[config.mk]
export PLATFORM = sky130hd
export DESIGN_NAME = instr_cache_assoc_flat
export DESIGN_NICKNAME = d
export VERILOG_FILES = /design/src/rtl/icache_pkg.sv /design/src/rtl/instr_cache_assoc_if.sv /design/src/rtl/icache_victim_sel.sv /design/src/rtl/instr_cache_assoc.sv /design/src/flat_wrapper.sv
export SDC_FILE = /design/constraint.sdc
export NUM_CORES = 1
export LEC_CHECK = 0
export CAP_MARGIN = 10
export CORE_ASPECT_RATIO = 2
export CORE_MARGIN = 8
export CORE_UTILIZATION = 45
export DETAILED_ROUTE_END_ITERATION = 8
export GPL_TIMING_DRIVEN = 0
export HOLD_SLACK_MARGIN = 0.12
export PLACE_DENSITY_LB_ADDON = 0.08
export SLEW_MARGIN = 5
export SYNTH_ARGS = -nofsm -noshare
export SYNTH_HDL_FRONTEND = slang
export SYNTH_SLANG_ARGS = --single-unit
[constraint.sdc]
create_clock -name clk -period 31.5 [get_ports clk]
set_input_delay 6.3 -clock clk [delete_from_list [all_inputs] [get_ports clk]]
set_output_delay 6.3 -clock clk [all_outputs]
set_load 0.01 [all_outputs]
[src/rtl/icache_pkg.sv]
// Shared types and helpers for the set-associative instruction cache.
package icache_pkg;

  // cpu_size encodings; 2'b11 is served as a word.
  localparam logic [1:0] SIZE_BYTE = 2'b00;
  localparam logic [1:0] SIZE_HALF = 2'b01;
  localparam logic [1:0] SIZE_WORD = 2'b10;

  // Widest line the extraction helper can take (128 bytes).
  localparam int MAX_LINE_BITS = 1024;

  typedef enum logic {
    S_IDLE   = 1'b0,
    S_REFILL = 1'b1
  } state_t;

  // Pick the addressed word out of a line, then narrow it to the access size.
  function automatic logic [31:0] load_from_line(
    input logic [MAX_LINE_BITS-1:0] line,
    input logic [7:0]               word_off,
    input logic [1:0]               size,
    input logic [1:0]               byte_off
  );
    logic [31:0] word;
    word = line[32*int'(word_off) +: 32];
    case (size)
      SIZE_BYTE: load_from_line = {24'h0, word[8*int'(byte_off) +: 8]};
      SIZE_HALF: load_from_line = byte_off[1] ? {16'h0, word[31:16]} : {16'h0, word[15:0]};
      default:   load_from_line = word;
    endcase
  endfunction

endpackage

[src/rtl/instr_cache_assoc_if.sv]
// Fetch-side and memory-side bus of the instruction cache.
//
// Handshakes:
//   CPU:    a request is taken on the rising edge where cpu_req && cpu_ready;
//           the answer is a single-cycle cpu_rvalid pulse (no backpressure).
//   Memory: mem_req is held with a stable mem_addr until the edge where
//           mem_gnt is high; the whole line arrives once with mem_rvalid,
//           which may coincide with mem_gnt.
interface instr_cache_assoc_if #(
  parameter int ADDR_WIDTH = 32,
  parameter int LINE_BYTES = 16
);
  logic                    cpu_req;
  logic [ADDR_WIDTH-1:0]   cpu_addr;
  logic [1:0]              cpu_size;
  logic                    cpu_ready;
  logic [31:0]             cpu_rdata;
  logic                    cpu_rvalid;
  logic                    mem_req;
  logic [ADDR_WIDTH-1:0]   mem_addr;
  logic                    mem_gnt;
  logic                    mem_rvalid;
  logic [LINE_BYTES*8-1:0] mem_rdata;

  // Cache side.
  modport slave (
    input  cpu_req, cpu_addr, cpu_size, mem_gnt, mem_rvalid, mem_rdata,
    output cpu_ready, cpu_rdata, cpu_rvalid, mem_req, mem_addr
  );

  // CPU + arbiter side.
  modport master (
    output cpu_req, cpu_addr, cpu_size, mem_gnt, mem_rvalid, mem_rdata,
    input  cpu_ready, cpu_rdata, cpu_rvalid, mem_req, mem_addr
  );
endinterface

[src/rtl/icache_victim_sel.sv]
// Victim choice for one set: lowest-index invalid way, else the round-robin pointer.
module icache_victim_sel #(
  parameter int N_WAYS   = 2,
  parameter int WAY_BITS = 1
) (
  input  logic [N_WAYS-1:0]   valid_i,
  input  logic [WAY_BITS-1:0] rr_ptr_i,
  output logic [WAY_BITS-1:0] victim_o,
  output logic                used_ptr_o
);
  // Scan downward so the last hit written is the lowest invalid way.
  always_comb begin
    victim_o   = rr_ptr_i;
    used_ptr_o = 1'b1;
    for (int w = N_WAYS - 1; w >= 0; w--) begin
      if (!valid_i[w]) begin
        victim_o   = WAY_BITS'(w);
        used_ptr_o = 1'b0;
      end
    end
  end
endmodule

[src/rtl/instr_cache_assoc.sv]
// N-way set-associative read-only instruction cache.
// Optional feature macro: ICACHE_PERF_CNT_EN (live hit/miss counters; tied to 0 otherwise).
module instr_cache_assoc
  import icache_pkg::*;
#(
  parameter int ADDR_WIDTH = 32,
  parameter int LINE_BYTES = 16,
  parameter int N_SETS     = 4,
  parameter int N_WAYS     = 2
) (
  input  logic                clk,
  input  logic                rst,
  input  logic                flush,
  instr_cache_assoc_if.slave  bus,
  output logic [31:0]         hit_count,
  output logic [31:0]         miss_count,
  output state_t              state_o
);
  localparam int OFFSET_BITS = $clog2(LINE_BYTES);
  localparam int IDX_BITS    = $clog2(N_SETS);
  localparam int TAG_BITS    = ADDR_WIDTH - OFFSET_BITS - IDX_BITS;
  localparam int WAY_BITS    = (N_WAYS > 1) ? $clog2(N_WAYS) : 1;
  localparam int LINE_BITS   = LINE_BYTES * 8;

  state_t state_q, state_d;

  logic [N_WAYS-1:0]   valid_q  [N_SETS];
  logic [TAG_BITS-1:0] tag_q    [N_SETS][N_WAYS];
  logic [LINE_BITS-1:0] data_q  [N_SETS][N_WAYS];
  logic [WAY_BITS-1:0] rr_ptr_q [N_SETS];

  // Miss context captured at acceptance.
  logic [ADDR_WIDTH-1:0] req_addr_q;
  logic [1:0]            req_size_q;
  logic [WAY_BITS-1:0]   victim_q;
  logic                  used_ptr_q;
  logic                  flush_pend_q;

  logic                  cpu_ready_q, cpu_ready_d;
  logic                  cpu_rvalid_q, cpu_rvalid_d;
  logic [31:0]           cpu_rdata_q, cpu_rdata_d;
  logic                  mem_req_q, mem_req_d;
  logic [ADDR_WIDTH-1:0] mem_addr_q, mem_addr_d;

  logic [IDX_BITS-1:0]   lk_set, r_set;
  logic [TAG_BITS-1:0]   lk_tag, r_tag;
  logic [N_WAYS-1:0]     hit_vec;
  logic [WAY_BITS-1:0]   hit_way, victim;
  logic                  used_ptr, lookup_hit;
  logic                  accept, accept_hit, accept_miss, fill_done, drop_fill, install;
  logic [MAX_LINE_BITS-1:0] line_ext;

  assign lk_set = bus.cpu_addr[OFFSET_BITS +: IDX_BITS];
  assign lk_tag = bus.cpu_addr[ADDR_WIDTH-1 -: TAG_BITS];
  assign r_set  = req_addr_q[OFFSET_BITS +: IDX_BITS];
  assign r_tag  = req_addr_q[ADDR_WIDTH-1 -: TAG_BITS];

  // Parallel tag compare across every way of the addressed set.
  always_comb begin
    hit_vec = '0;
    hit_way = '0;
    for (int w = 0; w < N_WAYS; w++) begin
      hit_vec[w] = valid_q[lk_set][w] && (tag_q[lk_set][w] == lk_tag);
      if (hit_vec[w]) hit_way = WAY_BITS'(w);
    end
  end
  assign lookup_hit = |hit_vec;

  icache_victim_sel #(.N_WAYS(N_WAYS), .WAY_BITS(WAY_BITS)) u_victim_sel (
    .valid_i    (valid_q[lk_set]),
    .rr_ptr_i   (rr_ptr_q[lk_set]),
    .victim_o   (victim),
    .used_ptr_o (used_ptr)
  );

  // A request arriving together with flush is refused in that same cycle.
  assign accept      = (state_q == S_IDLE) && bus.cpu_req && cpu_ready_q && !flush;
  assign accept_hit  = accept && lookup_hit;
  assign accept_miss = accept && !lookup_hit;
  assign fill_done   = (state_q == S_REFILL) && bus.mem_rvalid;
  assign drop_fill   = flush_pend_q || flush;
  assign install     = fill_done && !drop_fill;

  // State register.
  always_ff @(posedge clk or posedge rst) begin
    if (rst) state_q <= S_IDLE;
    else     state_q <= state_d;
  end

  // Next-state logic.
  always_comb begin
    state_d = state_q;
    case (state_q)
      S_IDLE:   if (accept_miss) state_d = S_REFILL;
      S_REFILL: if (bus.mem_rvalid) state_d = S_IDLE;
      default:  state_d = S_IDLE;
    endcase
  end

  // Next values of the registered bus outputs.
  always_comb begin
    cpu_ready_d  = cpu_ready_q;
    cpu_rvalid_d = 1'b0;
    cpu_rdata_d  = cpu_rdata_q;
    mem_req_d    = mem_req_q;
    mem_addr_d   = mem_addr_q;
    line_ext     = '0;
    case (state_q)
      S_IDLE: begin
        if (accept_hit) begin
          line_ext[LINE_BITS-1:0] = data_q[lk_set][hit_way];
          cpu_rvalid_d = 1'b1;
          cpu_rdata_d  = load_from_line(line_ext, 8'(bus.cpu_addr[OFFSET_BITS-1:0] >> 2),
                                        bus.cpu_size, bus.cpu_addr[1:0]);
        end else if (accept_miss) begin
          cpu_ready_d = 1'b0;
          mem_req_d   = 1'b1;
          mem_addr_d  = {bus.cpu_addr[ADDR_WIDTH-1:OFFSET_BITS], {OFFSET_BITS{1'b0}}};
        end
      end
      S_REFILL: begin
        if (bus.mem_gnt) mem_req_d = 1'b0;
        if (bus.mem_rvalid) begin
          line_ext[LINE_BITS-1:0] = bus.mem_rdata;
          mem_req_d    = 1'b0;
          cpu_ready_d  = 1'b1;
          cpu_rvalid_d = 1'b1;
          cpu_rdata_d  = load_from_line(line_ext, 8'(req_addr_q[OFFSET_BITS-1:0] >> 2),
                                        req_size_q, req_addr_q[1:0]);
        end
      end
      default: ;
    endcase
  end

  // Registered outputs, valid bits, victim pointers and miss context; reset abandons a fill.
  always_ff @(posedge clk or posedge rst) begin
    if (rst) begin
      cpu_ready_q  <= 1'b1;
      cpu_rvalid_q <= 1'b0;
      cpu_rdata_q  <= '0;
      mem_req_q    <= 1'b0;
      mem_addr_q   <= '0;
      req_addr_q   <= '0;
      req_size_q   <= '0;
      victim_q     <= '0;
      used_ptr_q   <= 1'b0;
      flush_pend_q <= 1'b0;
      for (int s = 0; s < N_SETS; s++) begin
        valid_q[s]  <= '0;
        rr_ptr_q[s] <= '0;
      end
    end else begin
      cpu_ready_q  <= cpu_ready_d;
      cpu_rvalid_q <= cpu_rvalid_d;
      cpu_rdata_q  <= cpu_rdata_d;
      mem_req_q    <= mem_req_d;
      mem_addr_q   <= mem_addr_d;
      if (accept_miss) begin
        req_addr_q <= bus.cpu_addr;
        req_size_q <= bus.cpu_size;
        victim_q   <= victim;
        used_ptr_q <= used_ptr;
      end
      if (state_q == S_IDLE && flush) begin
        for (int s = 0; s < N_SETS; s++) valid_q[s] <= '0;
      end else if (fill_done) begin
        flush_pend_q <= 1'b0;
        if (drop_fill) begin
          for (int s = 0; s < N_SETS; s++) valid_q[s] <= '0;
        end else begin
          valid_q[r_set][victim_q] <= 1'b1;
          if (used_ptr_q)
            rr_ptr_q[r_set] <= (int'(victim_q) == N_WAYS - 1) ? '0 : victim_q + 1'b1;
        end
      end else if (state_q == S_REFILL && flush) begin
        flush_pend_q <= 1'b1;
      end
    end
  end

  // Tag and data arrays carry no reset; the valid bits qualify them.
  always_ff @(posedge clk) begin
    if (install) begin
      tag_q[r_set][victim_q]  <= r_tag;
      data_q[r_set][victim_q] <= bus.mem_rdata;
    end
  end

  assign bus.cpu_ready  = cpu_ready_q & ~flush;
  assign bus.cpu_rvalid = cpu_rvalid_q;
  assign bus.cpu_rdata  = cpu_rdata_q;
  assign bus.mem_req    = mem_req_q;
  assign bus.mem_addr   = mem_addr_q;
  assign state_o        = state_q;

`ifdef ICACHE_PERF_CNT_EN
  logic [31:0] hit_cnt_q, miss_cnt_q;

  // Saturating hit/miss counters on accepted lookups.
  always_ff @(posedge clk or posedge rst) begin
    if (rst) begin
      hit_cnt_q  <= '0;
      miss_cnt_q <= '0;
    end else begin
      if (accept_hit && hit_cnt_q != '1)   hit_cnt_q  <= hit_cnt_q + 32'd1;
      if (accept_miss && miss_cnt_q != '1) miss_cnt_q <= miss_cnt_q + 32'd1;
    end
  end
  assign hit_count  = hit_cnt_q;
  assign miss_count = miss_cnt_q;
`else
  assign hit_count  = '0;
  assign miss_count = '0;
`endif

  // A tag must never be resident in two ways of one set.
  assert property (@(posedge clk) disable iff (rst) $onehot0(hit_vec));

endmodule
[src/flat_wrapper.sv]
// flat-port wrapper written by rule: the top's interface ports become plain ports
module instr_cache_assoc_flat import icache_pkg::*;
#(
  parameter int ADDR_WIDTH = 32,
  parameter int LINE_BYTES = 16,
  parameter int N_SETS     = 4,
  parameter int N_WAYS     = 2
)
  (clk, rst, flush, hit_count, miss_count, state_o, bus_cpu_req, bus_cpu_addr, bus_cpu_size, bus_mem_gnt, bus_mem_rvalid, bus_mem_rdata, bus_cpu_ready, bus_cpu_rdata, bus_cpu_rvalid, bus_mem_req, bus_mem_addr);
  instr_cache_assoc_if #(.ADDR_WIDTH(ADDR_WIDTH), .LINE_BYTES(LINE_BYTES)) bus_i ();
  input  logic clk;
  input  logic rst;
  input  logic flush;
  output logic [31:0] hit_count;
  output logic [31:0] miss_count;
  output state_t state_o;
  input wire logic [$bits(bus_i.cpu_req)-1:0] bus_cpu_req;
  input wire logic [$bits(bus_i.cpu_addr)-1:0] bus_cpu_addr;
  input wire logic [$bits(bus_i.cpu_size)-1:0] bus_cpu_size;
  input wire logic [$bits(bus_i.mem_gnt)-1:0] bus_mem_gnt;
  input wire logic [$bits(bus_i.mem_rvalid)-1:0] bus_mem_rvalid;
  input wire logic [$bits(bus_i.mem_rdata)-1:0] bus_mem_rdata;
  output wire logic [$bits(bus_i.cpu_ready)-1:0] bus_cpu_ready;
  output wire logic [$bits(bus_i.cpu_rdata)-1:0] bus_cpu_rdata;
  output wire logic [$bits(bus_i.cpu_rvalid)-1:0] bus_cpu_rvalid;
  output wire logic [$bits(bus_i.mem_req)-1:0] bus_mem_req;
  output wire logic [$bits(bus_i.mem_addr)-1:0] bus_mem_addr;
  assign bus_i.cpu_req = bus_cpu_req;
  assign bus_i.cpu_addr = bus_cpu_addr;
  assign bus_i.cpu_size = bus_cpu_size;
  assign bus_i.mem_gnt = bus_mem_gnt;
  assign bus_i.mem_rvalid = bus_mem_rvalid;
  assign bus_i.mem_rdata = bus_mem_rdata;
  assign bus_cpu_ready = bus_i.cpu_ready;
  assign bus_cpu_rdata = bus_i.cpu_rdata;
  assign bus_cpu_rvalid = bus_i.cpu_rvalid;
  assign bus_mem_req = bus_i.mem_req;
  assign bus_mem_addr = bus_i.mem_addr;
  instr_cache_assoc #(.ADDR_WIDTH(ADDR_WIDTH), .LINE_BYTES(LINE_BYTES), .N_SETS(N_SETS), .N_WAYS(N_WAYS)) u_core (.clk(clk), .rst(rst), .flush(flush), .bus(bus_i), .hit_count(hit_count), .miss_count(miss_count), .state_o(state_o));
endmodule
==> flow_summary.toml <==
[floorplan]
rows = 180
initial_core_util = 0.452
design.core.area_um2 = 120000
dieArea_um2 = 133000
fp.dieW_um = 262
ios = 300
dieHeight_um = 507

[pwr]
pwr-share-clk = 0.345
comb_power_share = 0.150
p_leak_nw = 21.0
power.total_w = 0.00428
switching_power_w = 0.00111
power.internal_w = 0.00317
powerDensity_nw_per_um2 = 66.5
p_seq_frac = 0.505
peakVddDrop_mv = 0.0489
switching_share = 0.260

[timing]
fin_crit_ns = 14.00
rsz0062_at_grt = "false"
fin_crit_sh = 0.444
layout_setup_ws_ns = 17.50
hold_violations = 0
slew_headroom = 0.142
finalSetupTns_ns = 0
finalSetupViolations = 0
clock_skew_ns = 0.0307
fmax_mhz = 71.4
worst_slew_pin_slew_ns = 1.29
slew_violations = 0

[synth]
netlist_area_um2 = 54300
avgSynthCellArea_um2 = 20.6
synthDistinctLibCells = 61
async_flop_share = 0.0840
yosys_warnings = 0
ys_ff_latch = 1345
yosysSeqAreaShare = 0.734
syn_inst = 2634
yosys_most_used_dff = "edfxtp_1"
synth_enable_flop_cells = 1232

[hold_path]
whs_path_depth = 2
worstHoldPathType = "flip-flop to flip-flop"

[cells_and_area]
seq_area_um2 = 39800
areaGrowthSynthToFinish_pct = 18.6
layout-drive-gt1-share = 0.274
final_common_cell = "edfxtp_1"
multiInputGateArea_um2 = 13300
nNetsFinal = 3310
fillerInstances = 9476
final_core_util = 0.536
final_cell_mix = "1,232 x edfxtp_1, 354 x mux4_2, 226 x clkdlybuf4s50_1"

[clock_network]
post_cts_buffers = 0
path_clk_slew_ns = 0.06
htree_levels = 3
clockBufferDepth = 3
cts-root-buf = "clkbuf_16"
cts_tree = "done"
cts_num_sinks = 1345
clock_latency_ns = 0.75
cts_resized = 0
cts_made_buffers = 116
ctsHoldBuffers = 0

[worst_setup_path]
critPathMaxFanout = 5
cp-endpoint = "bus_cpu_ready"
worst-setup-path-type = "input port to primary output"
reg2reg_setup_slack_ns = 26.84
critical_path_arrival_ns = 7.70
required_ns = 25.20
start_kind = "input port"
rr_worst_depth = 11
reg2reg_from = "u_core.tag_q[2][21]$_DFFE_PP_"
crit_path_start = "flush"
cp-end-kind = "primary output"
crit-reg2reg-capture = "u_core.bus.cpu_rdata[5]$_DFFE_PP0P_"

[placement]
gp_congestion = 0.881
port_buffers = 226
dp_hpwl_mm = 117
dp_slack_ns = 17.54

[route]
postRouteAntennaNets = 0
first_iter_violations = 2359
route.detailed.wl_per_inst_um = 33.4
routed_wl_mm = 160
vias = 28000
viasPerCell = 5.83
route.detailed.drc = 0
drt_pass1_iterations = 7

[global_route]
grt_max_degree = 64
gr-total-overflow = 0
grt_pass1_wl_mm = 226
grt.total_usage = 0.243
grt_pass1_vias = 29500
antenna_found_initial = 25

[job]
drv_cap = 0

[run_status]
status = "finished clean"
==> worst max-delay path, stage by stage <==
cell and delay, ns:
clkdlybuf4s50_1 0.53, nor2b_1 0.27, clkdlybuf4s50_1 0.59
==> sequential cells by signal, summed over array words and instances (netlist names), 2 cells and up <==
signal                flops
u_core.rr_ptr_q           4
u_core.req_size_q         2
u_core.bus.cpu_rdata     32
u_core.data_q          1024
u_core.tag_q            208
u_core.valid_q            8
u_core.bus.mem_addr      28
u_core.req_addr_q        32
==> per-stage QoR <==
stage                     instances  cell area, µm²  hold WS, ns
final                          4804           64300        0.478
after global routing           4795           64300        0.510
after CTS                      4792           64300        0.474
after detailed placement       4571           60400        0.463
after global placement         4474           58700        0.447
after floorplan                2701           54500        0.436
==> cell type report <==
type / count / share of cell area
Inverter: 23 / 0.00142
Tap cell: 1547 / 0.0301
Antenna cell: 12 / 0.000467
Clock buffer: 156 / 0.0503
Clock inverter: 65 / 0.0104
Buffer: 210 / 0.0210
Sequential cell: 1345 / 0.619
Multi-Input combinational cell: 1123 / 0.207
Timing Repair Buffer: 323 / 0.0602
==> worst min-delay path by stage <==
stage,to,from
2_1_floorplan,u_core.cpu_ready_q$_DFFE_PP1P_,u_core.cpu_ready_q$_DFFE_PP1P_
3_3_place_gp,u_core.cpu_ready_q$_DFFE_PP1P_,u_core.cpu_ready_q$_DFFE_PP1P_
3_5_place_dp,u_core.cpu_ready_q$_DFFE_PP1P_,u_core.cpu_ready_q$_DFFE_PP1P_
4_1_cts,u_core.cpu_ready_q$_DFFE_PP1P_,u_core.cpu_ready_q$_DFFE_PP1P_
5_1_grt,u_core.cpu_ready_q$_DFFE_PP1P_,u_core.cpu_ready_q$_DFFE_PP1P_
6_report,u_core.cpu_ready_q$_DFFE_PP1P_,u_core.cpu_ready_q$_DFFE_PP1P_
==> kinds of logic after synthesis <==
group,count (synthesis),synth area share
mux,570,0.189
xor+xnor,45,0.00726
buf+inv,233,0.0264
other cells,1,0.0000691
compound gates,193,0.0221
flops,1345,0.734
simple gates,247,0.0210
==> routing by layer <==
| layer | global-route usage | routed length [µm] | vias to the layer above |
|---|---|---|---|
| li1 | - | - | 11700 |
| met5 | 0 | 199 | - |
| met4 | 0.0971 | 6720 | 30 |
| met1 | 0.283 | 57800 | 15000 |
| met3 | 0.0446 | 9530 | 276 |
| met2 | 0.439 | 86200 | 1013 |
==> cell usage after synthesis (7+ instances only) <==
library cell  number  area share
nand4_1           13      0.0015
buf_6             14      0.0029
a21oi_1           36      0.0033
a31oi_1           25      0.0029
dfrtp_1          112       0.052
and2_1             7     0.00081
buf_2             39      0.0036
inv_1             20      0.0014
nand2b_1           8     0.00092
nor2b_1            8     0.00092
buf_4             84       0.012
nor3_1            11      0.0010
mux4_2           354        0.15
buf_1              8     0.00055
edfxtp_1        1232        0.68
or3_1              7     0.00081
o21ai_0           55      0.0051
nor2_1            54      0.0037
o22ai_1           16      0.0018
mux2i_1          123       0.023
o31ai_1            8      0.0011
mux2_2            92       0.019
xnor2_1           42      0.0068
a22oi_1           13      0.0018
nand2_1           95      0.0066
and3_1             8     0.00092
nand3_1           26      0.0024
clkbuf_1          58      0.0040
==> power groups by stage <==
stage | clock, W | sequential, W | combinational (W)
after floorplan | 0 | 0.00219 | 0.000299
after global placement | 0 | 0.00220 | 0.000629
after detailed placement | 0 | 0.00220 | 0.000646
after CTS | 0.00151 | 0.00216 | 0.000649
after global routing | 0.00156 | 0.00217 | 0.000677
final | 0.00148 | 0.00216 | 0.000640
(Power assumes the default switching activity.)
